<file path="config.mk">
export PLATFORM = sky130hd
export DESIGN_NAME = operand_entry_flat
export DESIGN_NICKNAME = d
export VERILOG_FILES = /design/src/rtl/operand_entry_if.sv /design/src/rtl/operand_entry.sv /design/src/flat_wrapper.sv
export SDC_FILE = /design/constraint.sdc
export NUM_CORES = 1
export LEC_CHECK = 0
export ABC_AREA = 0
export BUFFER_PORTS_ARGS = -buffer_cell sky130_fd_sc_hd__buf_2
export CAP_MARGIN = 30
export CORE_MARGIN = 5
export CORE_UTILIZATION = 30
export CTS_CLUSTER_SIZE = 25
export DETAILED_ROUTE_END_ITERATION = 10
export GPL_TIMING_DRIVEN = 0
export PLACE_DENSITY = 0.54
export SLEW_MARGIN = 15
export SYNTH_ARGS = -nofsm -noshare
export SYNTH_HDL_FRONTEND = slang
export SYNTH_SLANG_ARGS = --single-unit
</file>
<file path="constraint.sdc">
create_clock -name clk -period 1.6 [get_ports clk]
set_input_delay 0.32 -clock clk [delete_from_list [all_inputs] [get_ports clk]]
set_output_delay 0.32 -clock clk [all_outputs]
set_load 0.005 [all_outputs]
</file>
<file path="src/rtl/operand_entry_if.sv">
// Operand-entry pins: raw switches/button in, registered operand bits and status out.
// The design drives the outputs; the board (or bench) drives the raw inputs.
interface operand_entry_if;
    logic sw0;
    logic sw1;
    logic sw2;
    logic btn;
    logic x0;
    logic x1;
    logic x2;
    logic y0;
    logic y1;
    logic y2;
    logic valid;
    logic led_ld_x;
    logic led_ld_y;

    modport slave (
        input  sw0, sw1, sw2, btn,
        output x0, x1, x2, y0, y1, y2, valid, led_ld_x, led_ld_y
    );

    modport master (
        output sw0, sw1, sw2, btn,
        input  x0, x1, x2, y0, y1, y2, valid, led_ld_x, led_ld_y
    );
endinterface

</file>
<file path="src/rtl/operand_entry.sv">
// Synchronise/debounce switches and button, capture X then Y on successive presses.
// Capture lands DEBOUNCE_CYCLES+3 edges after the button is first sampled high; no backpressure.
module operand_entry #(
    parameter int DEBOUNCE_CYCLES = 50000,
    parameter int CNT_W           = 16
) (
    input  logic           clk,
    input  logic           rst_n,
    operand_entry_if.slave io
);

    typedef enum logic [1:0] {
        S_LOAD_X = 2'd0,
        S_LOAD_Y = 2'd1,
        S_DONE   = 2'd2
    } state_t;

    localparam logic [CNT_W-1:0] CNT_MAX = CNT_W'(DEBOUNCE_CYCLES - 1);

    logic             btn_meta_q, btn_sync_q;
    logic [2:0]       sw_meta_q, sw_sync_q;
    logic             db_q, db_prev_q;
    logic [CNT_W-1:0] cnt_q;
    logic             press;
    state_t           state_q;
    logic [2:0]       x_q, y_q;
    logic             valid_q;

    // Two-flop synchronisers; switches are only sampled at press edges so need no debounce.
    always_ff @(posedge clk or negedge rst_n) begin
        if (!rst_n) begin
            btn_meta_q <= 1'b0;
            btn_sync_q <= 1'b0;
            sw_meta_q  <= 3'b000;
            sw_sync_q  <= 3'b000;
        end else begin
            btn_meta_q <= io.btn;
            btn_sync_q <= btn_meta_q;
            sw_meta_q  <= {io.sw2, io.sw1, io.sw0};
            sw_sync_q  <= sw_meta_q;
        end
    end

    always_ff @(posedge clk or negedge rst_n) begin
        if (!rst_n) begin
            db_q      <= 1'b0;
            db_prev_q <= 1'b0;
            cnt_q     <= '0;
        end else begin
            db_prev_q <= db_q;
            if (btn_sync_q == db_q) begin
                cnt_q <= '0;
            end else if (cnt_q == CNT_MAX) begin
                db_q  <= btn_sync_q;
                cnt_q <= '0;
            end else begin
                cnt_q <= cnt_q + 1'b1;
            end
        end
    end

    assign press = db_q & ~db_prev_q;

    always_ff @(posedge clk or negedge rst_n) begin
        if (!rst_n) begin
            state_q <= S_LOAD_X;
            x_q     <= 3'b000;
            y_q     <= 3'b000;
            valid_q <= 1'b0;
        end else if (press) begin
            case (state_q)
                S_LOAD_X: begin
                    x_q     <= sw_sync_q;
                    state_q <= S_LOAD_Y;
                end
                S_LOAD_Y: begin
                    y_q     <= sw_sync_q;
                    valid_q <= 1'b1;
                    state_q <= S_DONE;
                end
                default: begin
                    // S_DONE and the unused encoding both clear and restart entry.
                    x_q     <= 3'b000;
                    y_q     <= 3'b000;
                    valid_q <= 1'b0;
                    state_q <= S_LOAD_X;
                end
            endcase
        end
    end

    assign io.x0       = x_q[0];
    assign io.x1       = x_q[1];
    assign io.x2       = x_q[2];
    assign io.y0       = y_q[0];
    assign io.y1       = y_q[1];
    assign io.y2       = y_q[2];
    assign io.valid    = valid_q;
    assign io.led_ld_x = (state_q == S_LOAD_X);
    assign io.led_ld_y = (state_q == S_LOAD_Y);

endmodule

</file>
<file path="src/flat_wrapper.sv">
// flat-port wrapper written by rule: the top's interface ports become plain ports
module operand_entry_flat 
#(
    parameter int DEBOUNCE_CYCLES = 50000,
    parameter int CNT_W           = 16
)
  (clk, rst_n, io_sw0, io_sw1, io_sw2, io_btn, io_x0, io_x1, io_x2, io_y0, io_y1, io_y2, io_valid, io_led_ld_x, io_led_ld_y);
  operand_entry_if io_i ();
  input  logic clk;
  input  logic rst_n;
  input wire logic [$bits(io_i.sw0)-1:0] io_sw0;
  input wire logic [$bits(io_i.sw1)-1:0] io_sw1;
  input wire logic [$bits(io_i.sw2)-1:0] io_sw2;
  input wire logic [$bits(io_i.btn)-1:0] io_btn;
  output wire logic [$bits(io_i.x0)-1:0] io_x0;
  output wire logic [$bits(io_i.x1)-1:0] io_x1;
  output wire logic [$bits(io_i.x2)-1:0] io_x2;
  output wire logic [$bits(io_i.y0)-1:0] io_y0;
  output wire logic [$bits(io_i.y1)-1:0] io_y1;
  output wire logic [$bits(io_i.y2)-1:0] io_y2;
  output wire logic [$bits(io_i.valid)-1:0] io_valid;
  output wire logic [$bits(io_i.led_ld_x)-1:0] io_led_ld_x;
  output wire logic [$bits(io_i.led_ld_y)-1:0] io_led_ld_y;
  assign io_i.sw0 = io_sw0;
  assign io_i.sw1 = io_sw1;
  assign io_i.sw2 = io_sw2;
  assign io_i.btn = io_btn;
  assign io_x0 = io_i.x0;
  assign io_x1 = io_i.x1;
  assign io_x2 = io_i.x2;
  assign io_y0 = io_i.y0;
  assign io_y1 = io_i.y1;
  assign io_y2 = io_i.y2;
  assign io_valid = io_i.valid;
  assign io_led_ld_x = io_i.led_ld_x;
  assign io_led_ld_y = io_i.led_ld_y;
  operand_entry #(.DEBOUNCE_CYCLES(DEBOUNCE_CYCLES), .CNT_W(CNT_W)) u_core (.clk(clk), .rst_n(rst_n), .io(io_i));
endmodule
</file>
==> results.toml <==
[outcome]
outcome = "completed"

[worst_setup_path]
reg2reg_depth = 4
rr_startpoint = "u_core.cnt_q[0]"
end_kind = "primary output"
cp.depth = 3
crit_buf_inv = 2
worstSetupPathType = "flop to primary output"
reg2reg_slack_ns = 0.10
crit_arrival_ns = 1.20
crit_top_cell = "buf_2"
crit_fanout = 10
cpLargestDelayFamily = "flip-flops"
crit_path_start = "u_core.state_q[0]"
crit_path_max_incr_delay_ns = 0.45
path_cells = "buf_2 -> nor2_1 -> buf_2"
rr_endpoint = "u_core.db_q"
crit_end = "io_led_ld_x"
cp.required_ns = 1.28
critPathLaunchType = "flop"
cp_slowest_cell = "dfrtp_2"

[placed_design]
gp_congestion = 0.8473
dp_cells = 222
port_buffers = 14
detailed_place_hpwl_um = 2044

[grt]
grt_max_degree = 36
grt_first_pass_wirelength_um = 4961
grt_overflow = 0
antenna_found_initial = 0
grt_pass1_vias = 1083
grt_usage_pct = 9.877

[timing]
fin_crit_sh_pct = 94.97
clock_skew_ns = 0.001681
worstMarginPinSlew_ns = 0.7418
fmax_mhz = 658.1
fin_crit_ns = 1.519
setup_violations = 0
relSlewSlack_pct = 50.54
slew_viol_final = 0
rsz0062_at_grt = "false"
setup-tns-final_ns = 0
finalHoldViolations = 0

[synthesis]
synth_seq_area_share_pct = 57.24
synth_cell_type_count = 28
syn_inst = 138
synth_nets = 145
postSynthAreaPerCell_um2 = 11.09
ys_warn_count = 0
syn_area_um2 = 1530
synth-seq-cells = 35

[clocking]
path_clk_slew_ns = 0.07
clock_latency_ns = 0.28
holdBufCountCts = 0
cts_tree = "yes"
numCtsBuffers = 5
cts_buffer_depth = 2
cts.sinks = 35
ctsHtreeMaxLevel = 2
clock_tree.root_cell = "clkbuf_8"

[hold_path]
min_path_type = "primary input to async pin"

[run]
drv_cap = 0

[final_layout]
antenna_cells = 0
final_nets = 168
final_common_cell = "dfrtp_1"
layout_common_cells = "33 x dfrtp_1, 18 x nor2_1, 15 x buf_2"
final_cells = 232
utilization_pct = 35.66
synthToLayoutAreaGrowth_pct = 17.50
drive_above_1_share_pct = 26.54

[drt]
first_iter_violations = 41
drt_wl_total_um = 2840
num_vias = 1063
ant_nets = 0
wl_per_cell_um = 12.24
firstDrtPassIters = 4
drc_errors = 0
viasPerCell = 4.582

[power]
peakVddDrop_mv = 0.3463
pwr_density_cell_nw_per_um2 = 889.0
p_leak_uw = 0.0007707

[floorplan]
start_util_pct = 30.35
rows = 26
die_x_um = 81.42
die_h_um = 81.42
die_area_um2 = 6629
core_um2 = 5042
io_pins = 15
## synth_stat cells (all sizes together)
master	number	area share, %
dfrtp	35	57
nor2	19	4.8
xnor2	13	7.4
nand2	11	2.9
o21ai	6	2.0
a21oi	5	1.6
clkbuf	5	1.9
nand3	5	1.6
nand4	5	3.3
nor2b	5	2.0
nor3	5	1.6
a31oi	3	1.2
inv	3	0.74
mux2	3	2.2
nor3b	3	1.5
nor4	3	2.5
and3	2	0.90
and4bb	2	1.6
xor2	2	1.1
ha	1	0.82
nand2b	1	0.41
nor4b	1	0.57
## area by class of cell
type | count | area (µm²)
multi-input cells | 95 | 616.8
plain buffers | 5 | 30.03
fillers | 522 | 3244
repair buffers | 16 | 85.08
well taps | 70 | 87.58
clock inverters | 3 | 20.02
flip-flops and latches | 35 | 878.3
clock buffers | 5 | 68.82
inverters | 3 | 11.26
## per-layer routing
layer / wire length, µm / global-route usage (%) / vias up
li1: - / - / 516
met2: 1290 / 16.29 / 20
met5: 0 / 0 / -
met1: 1339 / 11.58 / 519
met3: 151 / 3.289 / 8
met4: 59 / 4.561 / 0
## kinds of logic after synthesis
group                    after synthesis  synth area share (%)
AND/OR/NAND/NOR                       62                 23.71
flip-flops                            35                 57.24
XOR/XNOR                              15                 8.586
AO/OA/AOI/OAI                         14                 4.823
buffers and inverters                  8                 2.616
multiplexers                           3                 2.208
adder cells (fa/ha/maj)                1                0.8175
## what timing repair did
item | 4_1_cts | 5_1_grt
setup endpoints to repair | 11 | 17
gates resized for setup | 1 | 4
pin swaps | 1 | 0
buffers inserted | 1 | 1
## worst register-to-register path, stage by stage, from the launching register on
cell     delay, ns
dfrtp_2       0.45
ha_2          0.22
and3_2        0.23
nand4_1       0.15
mux2_2        0.35
## flip-flops by register name, summed over array words and instances, names as in the netlist
name               flops
u_core.db_prev_q       1
u_core.y_q             3
u_core.cnt_q          16
u_core.db_q            1
u_core.x_q             3
u_core.state_q         2
u_core.btn_meta_q      1
u_core.sw_sync_q       3
u_core.io.valid        1
u_core.btn_sync_q      1
u_core.sw_meta_q       3
## power by group
part	internal, µW	leakage (µW)	total [µW]	switching (µW)
Clock	303	0.0000402	633	330
Sequential	901	0.000465	913	12.1
Combinational	20.3	0.000265	52.9	32.7
Total	1220	0.000771	1600	375
## per-stage QoR
stage                     instance area [µm²]  hold WS [ns]  power, µW  setup WS [ns]
after floorplan                          1530       0.02441      946.9         0.1543
final                                    1798       0.09320       1598        0.08052
after detailed placement                 1688        0.3362      979.1       -0.03155
after global routing                     1798        0.1217       1667      0.0009722
after global placement                   1688        0.3354      977.3      -0.002385
after CTS                                1785        0.1220       1620        0.02115
## worst min-delay path by stage
stage	startpoint	endpoint	slack (ns)	cells after the start
floorplan	rst_n	u_core.btn_meta_q	0.02	0
detailed placement	u_core.sw_meta_q[2]	u_core.sw_sync_q[2]	0.34	0
CTS	rst_n	u_core.sw_sync_q[2]	0.12	1
global route	io_btn	u_core.btn_meta_q	0.12	1
finish	rst_n	u_core.sw_sync_q[2]	0.09	1
global placement	u_core.sw_meta_q[2]	u_core.sw_sync_q[2]	0.34	0
Note: power is estimated with default switching activity, not from simulation.
